--- src/rtl/osmanip_hps_pkg.sv ---
// Shared types and default widths for the HPS on-chip RAM burst reader.
package osmanip_hps_pkg;

    localparam int unsigned ADDR_W = 10;
    localparam int unsigned DATA_W = 32;

    typedef enum logic [1:0] {
        IDLE  = 2'd0,
        ISSUE = 2'd1,
        DRAIN = 2'd2,
        DONE  = 2'd3
    } hps_state_e;

    // Occupancy counter width for a power-of-two FIFO (holds 0..depth).
    function automatic int unsigned fifo_cnt_w(input int unsigned depth);
        return $clog2(depth) + 1;
    endfunction

endpackage

--- src/rtl/osmanip_hps_sync_fifo.sv ---
// Synchronous show-ahead FIFO: head word is presented whenever valid_o is high.
module osmanip_hps_sync_fifo #(
    parameter int unsigned DATA_W = 32,
    parameter int unsigned DEPTH  = 4,
    localparam int unsigned PTR_W = $clog2(DEPTH),
    localparam int unsigned CNT_W = PTR_W + 1
) (
    input  logic              clk,
    input  logic              reset,
    input  logic              push_i,
    input  logic [DATA_W-1:0] push_data_i,
    input  logic              pop_i,
    output logic [DATA_W-1:0] rd_data_o,
    output logic              valid_o,
    output logic [CNT_W-1:0]  count_o
);

    logic [DATA_W-1:0] mem_q [DEPTH];
    logic [PTR_W-1:0]  wr_ptr_q, wr_ptr_d;
    logic [PTR_W-1:0]  rd_ptr_q, rd_ptr_d;
    logic [CNT_W-1:0]  count_q, count_d;
    logic              push_ok;
    logic              pop_ok;

    assign push_ok = push_i && (count_q != CNT_W'(DEPTH));
    assign pop_ok  = pop_i && (count_q != '0);

    // Simultaneous push and pop leave the occupancy unchanged.
    always_comb begin
        wr_ptr_d = wr_ptr_q + PTR_W'(push_ok);
        rd_ptr_d = rd_ptr_q + PTR_W'(pop_ok);
        count_d  = count_q + CNT_W'(push_ok) - CNT_W'(pop_ok);
    end

    always_ff @(posedge clk) begin
        if (reset) begin
            wr_ptr_q <= '0;
            rd_ptr_q <= '0;
            count_q  <= '0;
        end else begin
            wr_ptr_q <= wr_ptr_d;
            rd_ptr_q <= rd_ptr_d;
            count_q  <= count_d;
        end
    end

    always_ff @(posedge clk) begin
        if (push_ok) begin
            mem_q[wr_ptr_q] <= push_data_i;
        end
    end

    assign rd_data_o = mem_q[rd_ptr_q];
    assign valid_o   = (count_q != '0);
    assign count_o   = count_q;

endmodule

--- src/rtl/osmanip_hps_ram_reader.sv ---
// Reads a burst of words from an on-chip RAM (fixed 1-cycle latency) and streams them out.
module osmanip_hps_ram_reader #(
    parameter int unsigned ADDR_W     = osmanip_hps_pkg::ADDR_W,
    parameter int unsigned DATA_W     = osmanip_hps_pkg::DATA_W,
    parameter int unsigned FIFO_DEPTH = 4
) (
    input  logic                clk,
    input  logic                reset,
    input  logic                start,
    input  logic [ADDR_W-1:0]   base_addr,
    input  logic [ADDR_W:0]     length,
    output logic                busy,
    output logic                done,
    output logic [ADDR_W-1:0]   address,
    output logic                chipselect,
    output logic                write,
    output logic [DATA_W/8-1:0] byteenable,
    output logic                clken,
    input  logic [DATA_W-1:0]   readdata,
    output logic [DATA_W-1:0]   out_data,
    output logic                out_valid,
    input  logic                out_ready,
    output logic                out_last
);

    import osmanip_hps_pkg::*;

    localparam int unsigned LEN_W = ADDR_W + 1;
    localparam int unsigned CNT_W = fifo_cnt_w(FIFO_DEPTH);
    localparam int unsigned OCC_W = CNT_W + 1;

    hps_state_e        state_q, state_d;
    logic [ADDR_W-1:0] base_q, base_d;
    logic [LEN_W-1:0]  len_q, len_d;
    logic [LEN_W-1:0]  issued_q, issued_d;
    logic [LEN_W-1:0]  beat_q, beat_d;
    logic [ADDR_W-1:0] address_q, address_d;
    logic              chipselect_q, chipselect_d;
    logic              rd_valid_q;
    logic              busy_q, busy_d;
    logic              done_q, done_d;

    logic              fifo_valid;
    logic [CNT_W-1:0]  fifo_count;
    logic [OCC_W-1:0]  committed;
    logic              credit_ok;
    logic              pop;
    logic              is_last_beat;

    // Words already buffered plus reads still travelling through the RAM pipeline.
    assign committed = OCC_W'(fifo_count) + OCC_W'(chipselect_q) + OCC_W'(rd_valid_q);
    assign credit_ok = committed < OCC_W'(FIFO_DEPTH);

    assign pop          = fifo_valid && out_ready;
    assign is_last_beat = (beat_q == (len_q - LEN_W'(1)));

    always_comb begin
        state_d      = state_q;
        base_d       = base_q;
        len_d        = len_q;
        issued_d     = issued_q;
        beat_d       = beat_q;
        address_d    = address_q;
        chipselect_d = 1'b0;

        if (pop) begin
            beat_d = beat_q + LEN_W'(1);
        end

        case (state_q)
            IDLE: begin
                if (start) begin
                    base_d = base_addr;
                    len_d  = length;
                    beat_d = '0;
                    if (length == '0) begin
                        issued_d = '0;
                        state_d  = DONE;
                    end else begin
                        // First read goes out with the ISSUE state; the FIFO is empty here.
                        chipselect_d = 1'b1;
                        address_d    = base_addr;
                        issued_d     = LEN_W'(1);
                        state_d      = ISSUE;
                    end
                end
            end
            ISSUE: begin
                if (issued_q == len_q) begin
                    state_d = DRAIN;
                end else if (credit_ok) begin
                    chipselect_d = 1'b1;
                    address_d    = base_q + issued_q[ADDR_W-1:0];
                    issued_d     = issued_q + LEN_W'(1);
                    if ((issued_q + LEN_W'(1)) == len_q) begin
                        state_d = DRAIN;
                    end
                end
            end
            DRAIN: begin
                if (pop && is_last_beat) begin
                    state_d = DONE;
                end
            end
            DONE: begin
                state_d = IDLE;
            end
            default: begin
                state_d = IDLE;
            end
        endcase

        busy_d = (state_d != IDLE);
        done_d = (state_d == DONE);
    end

    always_ff @(posedge clk) begin
        if (reset) begin
            state_q      <= IDLE;
            base_q       <= '0;
            len_q        <= '0;
            issued_q     <= '0;
            beat_q       <= '0;
            address_q    <= '0;
            chipselect_q <= 1'b0;
            rd_valid_q   <= 1'b0;
            busy_q       <= 1'b0;
            done_q       <= 1'b0;
        end else begin
            state_q      <= state_d;
            base_q       <= base_d;
            len_q        <= len_d;
            issued_q     <= issued_d;
            beat_q       <= beat_d;
            address_q    <= address_d;
            chipselect_q <= chipselect_d;
            rd_valid_q   <= chipselect_q;
            busy_q       <= busy_d;
            done_q       <= done_d;
        end
    end

    osmanip_hps_sync_fifo #(
        .DATA_W (DATA_W),
        .DEPTH  (FIFO_DEPTH)
    ) u_fifo (
        .clk         (clk),
        .reset       (reset),
        .push_i      (rd_valid_q),
        .push_data_i (readdata),
        .pop_i       (pop),
        .rd_data_o   (out_data),
        .valid_o     (fifo_valid),
        .count_o     (fifo_count)
    );

    assign busy       = busy_q;
    assign done       = done_q;
    assign address    = address_q;
    assign chipselect = chipselect_q;
    assign write      = 1'b0;
    assign byteenable = '1;
    assign clken      = 1'b1;
    assign out_valid  = fifo_valid;
    assign out_last   = fifo_valid && is_last_beat;

endmodule

--- config.mk ---
export PLATFORM = sky130hd
export DESIGN_NAME = osmanip_hps_ram_reader
export DESIGN_NICKNAME = d
export VERILOG_FILES = /design/src/rtl/osmanip_hps_pkg.sv /design/src/rtl/osmanip_hps_sync_fifo.sv /design/src/rtl/osmanip_hps_ram_reader.sv
export SDC_FILE = /design/constraint.sdc
export NUM_CORES = 1
export LEC_CHECK = 0
export CAP_MARGIN = 20
export CORE_ASPECT_RATIO = 0.75
export CORE_UTILIZATION = 45
export DETAILED_ROUTE_END_ITERATION = 7
export PLACE_DENSITY = 0.67
export SLEW_MARGIN = 20
export SYNTH_ARGS = -nofsm -noshare
export SYNTH_HDL_FRONTEND = slang
export SYNTH_HIERARCHICAL = 1
export SYNTH_SLANG_ARGS = --single-unit
--- constraint.sdc ---
create_clock -name clk -period 3.5 [get_ports clk]
set_clock_uncertainty 0.15 [all_clocks]
set_input_delay 0.35 -clock clk [delete_from_list [all_inputs] [get_ports clk]]
set_output_delay 0.35 -clock clk [all_outputs]
set_load 0.03 [all_outputs]
Word level (Yosys, flattened, before mapping)
Memories as Yosys holds them, arrays and structs flattened. A register that Yosys moved wholly into a read port is not among the register bits.
Index checks and enable logic that the tools add are counted.
Word-level totals
  bits in registers: 66
  memory bits (writable): 128
  input bits: 57
  word-level logic and storage cells: 78
  memories kept: 1
Cells by class
  add/sub/neg operators: 10
  magnitude comparators: 1
  equality and inequality tests: 12
  muxes and demuxes: 28
  reductions and logical operators: 13
Memory list
  u_fifo.mem_q: words 4, width 32, read ports 1, clocked after memory_dff 1, wr ports 1, RTL line osmanip_hps_sync_fifo.sv:18  | logic [DATA_W-1:0] mem_q [DEPTH];
Operators with widths (number)
  $mux 11: 6
  $mux 10: 4
  $eq 11x11->1: 3
  $add 11x1->11 const B: 2
  $pmux 11 s2: 1
  $pmux 10 s2: 1
  $mux 2: 7
  $logic_not 11->1: 1
  $sub 11x1->11 const B: 1
  $add 10x10->10: 1
  $ne 2x2->1 const B: 4
  $pmux 2 s4: 1
  $mux 1: 7
  $eq 2x2->1 const B: 3
  $logic_and 1x1->1: 5
  $reduce_and 5->1: 1
  $add 2x1->2: 2
  $add 3x1->4: 1
  $add 4x1->4: 1
  $lt 4x3->1 const B: 1
  $reduce_and 4->1: 1
  $reduce_bool 2->1: 2
  $add 3x1->3: 1
  $ne 3x3->1 const B: 1
  other kinds (6): 6

Longest topological paths before layout
  depth in word-level cells: 7
  mapped depth: 11
  gate-level depth less buffers: 11

Hierarchy
Netlist, hierarchy kept.
Modules (own cells, without submodules)
  osmanip_hps_sync_fifo: instances 1, cells each 204, area each 5028.6 um^2
  osmanip_hps_ram_reader: instances 1, cells each 478, area each 3693.5 um^2

Least setup slack after synthesis
No wires, ideal clock.
  path kind: register to register
  from: reg u_fifo.count_q[1], in the netlist u_fifo/count_o[1]
  to: mem u_fifo.mem_q[1][0], enable pin
  arrival time: 2988 ps
  required time: 2882 ps
  path slack: -106 ps
  stages on the path, launching flop included: 3
  buffers on the path: 0
  cells stage by stage: dfxtp_1 o31ai_4 nor3b_1
On the way
  cells in the longest elaborated chain, start to end: 4
RTL lines
  from (decl): RTL line osmanip_hps_sync_fifo.sv:21  | logic [CNT_W-1:0] count_q, count_d;
  from (signal assigned): RTL line osmanip_hps_sync_fifo.sv:43  | count_q <= count_d;
  $ne 3x3->1: RTL line osmanip_hps_sync_fifo.sv:25  | assign push_ok = push_i && (count_q != CNT_W'(DEPTH));
  $logic_and 1x1->1: RTL line osmanip_hps_sync_fifo.sv:25
  $mux 1: RTL line osmanip_hps_sync_fifo.sv:48  | if (push_ok) begin
  $mux 1 (not written as such): RTL line osmanip_hps_sync_fifo.sv:49  | mem_q[wr_ptr_q] <= push_data_i;
  to (decl): RTL line osmanip_hps_sync_fifo.sv:18
No other way between the ends.

Worst setup path after layout
  from: reg len_q[2]
  to: out out_last
On the way
  cells in the longest elaborated chain, start to end: 3
RTL lines
  from (decl): RTL line osmanip_hps_ram_reader.sv:34  | logic [LEN_W-1:0] len_q, len_d;
  from (signal assigned): RTL line osmanip_hps_ram_reader.sv:132  | len_q <= len_d;
  $sub 11x1->11: RTL line osmanip_hps_ram_reader.sv:55  | assign is_last_beat = (beat_q == (len_q - LEN_W'(1)));
  $eq 11x11->1: RTL line osmanip_hps_ram_reader.sv:55
  $logic_and 1x1->1: RTL line osmanip_hps_ram_reader.sv:165  | assign out_last = fifo_valid && is_last_beat;
  to (decl): RTL line osmanip_hps_ram_reader.sv:23  | output logic out_last
No other way between the ends.

==> results by group <==
Worst setup path
  – WS Path Type: reg2out
  – CP Capture Type: output pin
  – Crit path max fanout: 2
  – Startpoint types: register
  – Critical path arrival: between 2 and 3 ns
  – Critical Path RT: 3.00 ns

Drt
  – Final antenna-violating net count: 0
  – Initial DRC Count: 341
  – Vias per std cell: between 5 and 6
  – Routed wl met3: 546 um
  – Metal-1 WL: roughly 8.9 mm
  – Vias: between 5,000 and 6,000
  – Total Wirelength: 18.4 mm
  – DRC: 0
  – Router iterations before antenna repair: 5
  – DR WL/cell: ~18 um
  – DR top layer: met4
  – DR WL met2: 8.76 mm

Logic synthesis
  – Synthesized area: 8720 sq um
  – Fraction of the mapped netlist area in simple logic gates: 0.122
  – Mux cell area share after synthesis: 0.0878
  – Yosys warns: 6
  – Synth Instances: approximately 680
  – Yosys cell types: 63
  – Avg Cell Area, Syn: 12.8 sq um
  – Register area share after synthesis: 0.592
  – Post-synth EDFFs: 128
  – Async SR Flop Fraction: 0
  – XOR/XNOR Fraction of Synth Area: 0.0628
  – Post-synth top flop: edfxtp_1
  – Post-synthesis adder-cell area fraction: 0.0261
  – Largest family of logic cells by synthesized area: simple AND/OR/NAND/NOR gates
  – Synth Area in Compound Gates: 0.0674
  – Seq cells post-synth: 194

Cells and area
  – Area Growth Syn to Fin: 21.5%
  – Finished Layout Cells: 1,043
  – Layout cell share with drive strength beyond 1: 0.122
  – Ant diodes: 0
  – # fillers: 1,531
  – Nets: approximately 860

Place
  – Port bufs: slightly above 100
  – Placer Congestion: 0.886
  – Hpwl dp: 12.7 mm
  – Placed cells: 1,011

Power and ir drop
  – Switch Pwr: 1800 uW
  – Pleak: 0.00368 uW
  – VDD IR max: 0.314 mV
  – PD cells: 559 nW/um^2
  – Comb power frac: 0.222
  – Internal Power: between 4000 and 5000 uW
  – Clock power frac: 0.326
  – Reg power frac: 0.452
  – Switching Share: 0.305

STA
  – Fin crit share: 0.949
  – Final hold vios: 0
  – TNS Setup: 0 ns
  – Slew headroom: 0.389
  – Slew @ Worst Pin: between 0.9 and 1 ns
  – Maximum clock rate: around 300 MHz
  – Hold_ws: 0.319 ns
  – Fin. max-slew vios: 0
  – Tmin final: 3.32 ns
  – Final Setup Violations: 0
  – RSZ-0062 raised after global routing: no

Clock tree
  – H-tree lvl count: 4
  – CTS max path bufs: 2
  – Root Driver: clkbuf_16
  – Clock-pin slew on the worst setup and hold paths: 0.07 ns
  – Setup repair bufs after CTS: 0
  – CTS tree: yes
  – Skew-Pair Late Insertion Delay: roughly 0.43 ns
  – CTS buffer count: 17
  – Clk sinks: 194

Floorplanning
  – # rows: 43
  – Die W: 163 um
  – Starting density of the core: 0.466
  – I/O pin cnt: 110
  – Die H: 123 um
  – Core footprint: 18,700 sq um
  – Die area: ~20,000 sq um

GRT
  – Vias in the first global route: 5,595
  – Overflow after GRT: 0
  – First-pass GRT wire length: 29.2 mm
  – Largest net degree at the start of global routing: 46
  – Total track usage: 0.192
  – Initial antenna violation count: 0

Hold path
  – Worst hold path type: reg2reg

Job
  – Count of maximum capacitance violations: 0

Run status
  – Status: finished clean
-- cells by family after synthesis --
group	count (synthesis)
compound gates	87
xor+xnor	61
fa+ha+maj	17
buf+inv	64
flops	194
mux	35
other cells	2
simple gates	222
-- path summary, 6_finish.rpt --
kind	from	end	slack [ns]	cells past startpoint
worst min register to register	base_q[2]	base_q[2]	0.32	2
worst max-delay path	len_q[2]	out_last	0.18	6
worst max register to register	issued_q[5]	issued_q[9]	0.58	7
worst min-delay path	base_q[2]	base_q[2]	0.32	2
-- cell usage in the layout (no fill, tap or decap), types with 3 or more instances in the layout --
cell type,count
a211oi_1,5
a21o_1,5
a21oi_1,31
a311oi_1,6
and3_1,5
buf_4,22
clkbuf_16,17
clkdlybuf4s50_1,102
clkinv_8,5
conb_1,6
dfxtp_1,64
edfxtp_1,128
ha_1,15
inv_1,14
inv_6,5
mux2i_1,3
mux4_1,4
mux4_2,28
nand2_1,70
nand2b_1,6
nand3_1,17
nand4b_1,4
nor2_1,58
nor2b_1,9
nor3_1,14
nor3b_1,6
nor4_1,9
o21ai_0,11
o31ai_1,4
or2_2,3
or3_1,6
xnor2_1,34
xor2_1,26
-- state kept, by name (all words and copies together), names as in the netlist --
name             cells
address             10
base_q              10
beat_q              11
busy                 1
chipselect           1
done                 1
issued_q            11
len_q               11
rd_valid_q           1
state_q              2
u_fifo/count_o       3
u_fifo/mem_q       128
u_fifo/rd_ptr_q      2
u_fifo/wr_ptr_q      2
-- synthesized netlist by cell type (all sizes together) (3+ instances only) --
library cell / number / area [sq um]
and3: 6 / 37.5
dfxtp: 66 / 1320
nand2b: 6 / 37.5
o21ai: 11 / 55.1
o31ai: 5 / 51.3
nand3: 17 / 85.1
or3: 6 / 37.5
nor4: 9 / 56.3
xnor2: 34 / 298
nor2: 58 / 218
nor3: 15 / 75.1
nand2: 70 / 263
a211oi: 5 / 37.5
or2: 3 / 18.8
mux4: 32 / 736
clkbuf: 26 / 97.6
inv: 16 / 60.1
mux2i: 3 / 30.0
nand4b: 4 / 35.0
edfxtp: 128 / 3840
buf: 22 / 198
ha: 15 / 188
a21oi: 31 / 155
a21o: 5 / 37.5
xor2: 26 / 228
nor3b: 8 / 60.1
nor2b: 9 / 56.3
a311oi: 6 / 52.6
o311ai: 3 / 26.3
-- power groups by stage --
stage          Clock, uW  Combinational, uW  Sequential [uW]
6_report            1930               1310             2680
3_5_place_dp           0               1320             2730
3_3_place_gp           0               1300             2720
2_1_floorplan          0                809             2770
5_1_grt             2050               1410             2700
4_1_cts             1980               1320             2680
-- cell type report --
cell class | instances | area, sq um | area share
clock buffer | 17 | 425 | 0.0401
clock inverter | 15 | 178 | 0.0168
inverter | 16 | 60.1 | 0.00567
multi-input combinational | 428 | 3250 | 0.306
sequential | 194 | 5170 | 0.487
tap | 247 | 309 | 0.0292
timing repair buffer | 126 | 1210 | 0.115
-- routing by layer --
metal | GRT usage | up-vias
li1 | - | 2694
met1 | 0.269 | 2785
met2 | 0.307 | 133
met3 | 0.0297 | 11
met4 | 0.0619 | 0
met5 | 0 | -
-- metrics by stage --
step	util	setup WS, ns	total power (uW)	cell area, sq um
after floorplan	-	0.0931	3580	8750
after global placement	0.534	0.357	4020	10000
after detailed placement	0.534	0.279	4050	10000
after CTS	0.566	0.132	5980	10600
after global routing	0.566	0.00101	6160	10600
final	0.566	0.179	5920	10600
-- what timing repair did --
action                                  in CTS  in global routing
endpoints found under the setup margin       1                  0
resized for setup                            2                  0
hold buffers                                 0                  0
-- worst max-delay path: stages (launching register included) --
cell and delay, ns:
dfxtp_1 0.31, or4_1 0.55, or4_1 0.52, a21oi_1 0.17, a211oi_1 0.12, nor4_1 0.27, dlygate4sd2_1 0.45
(Power assumes the default switching activity.)
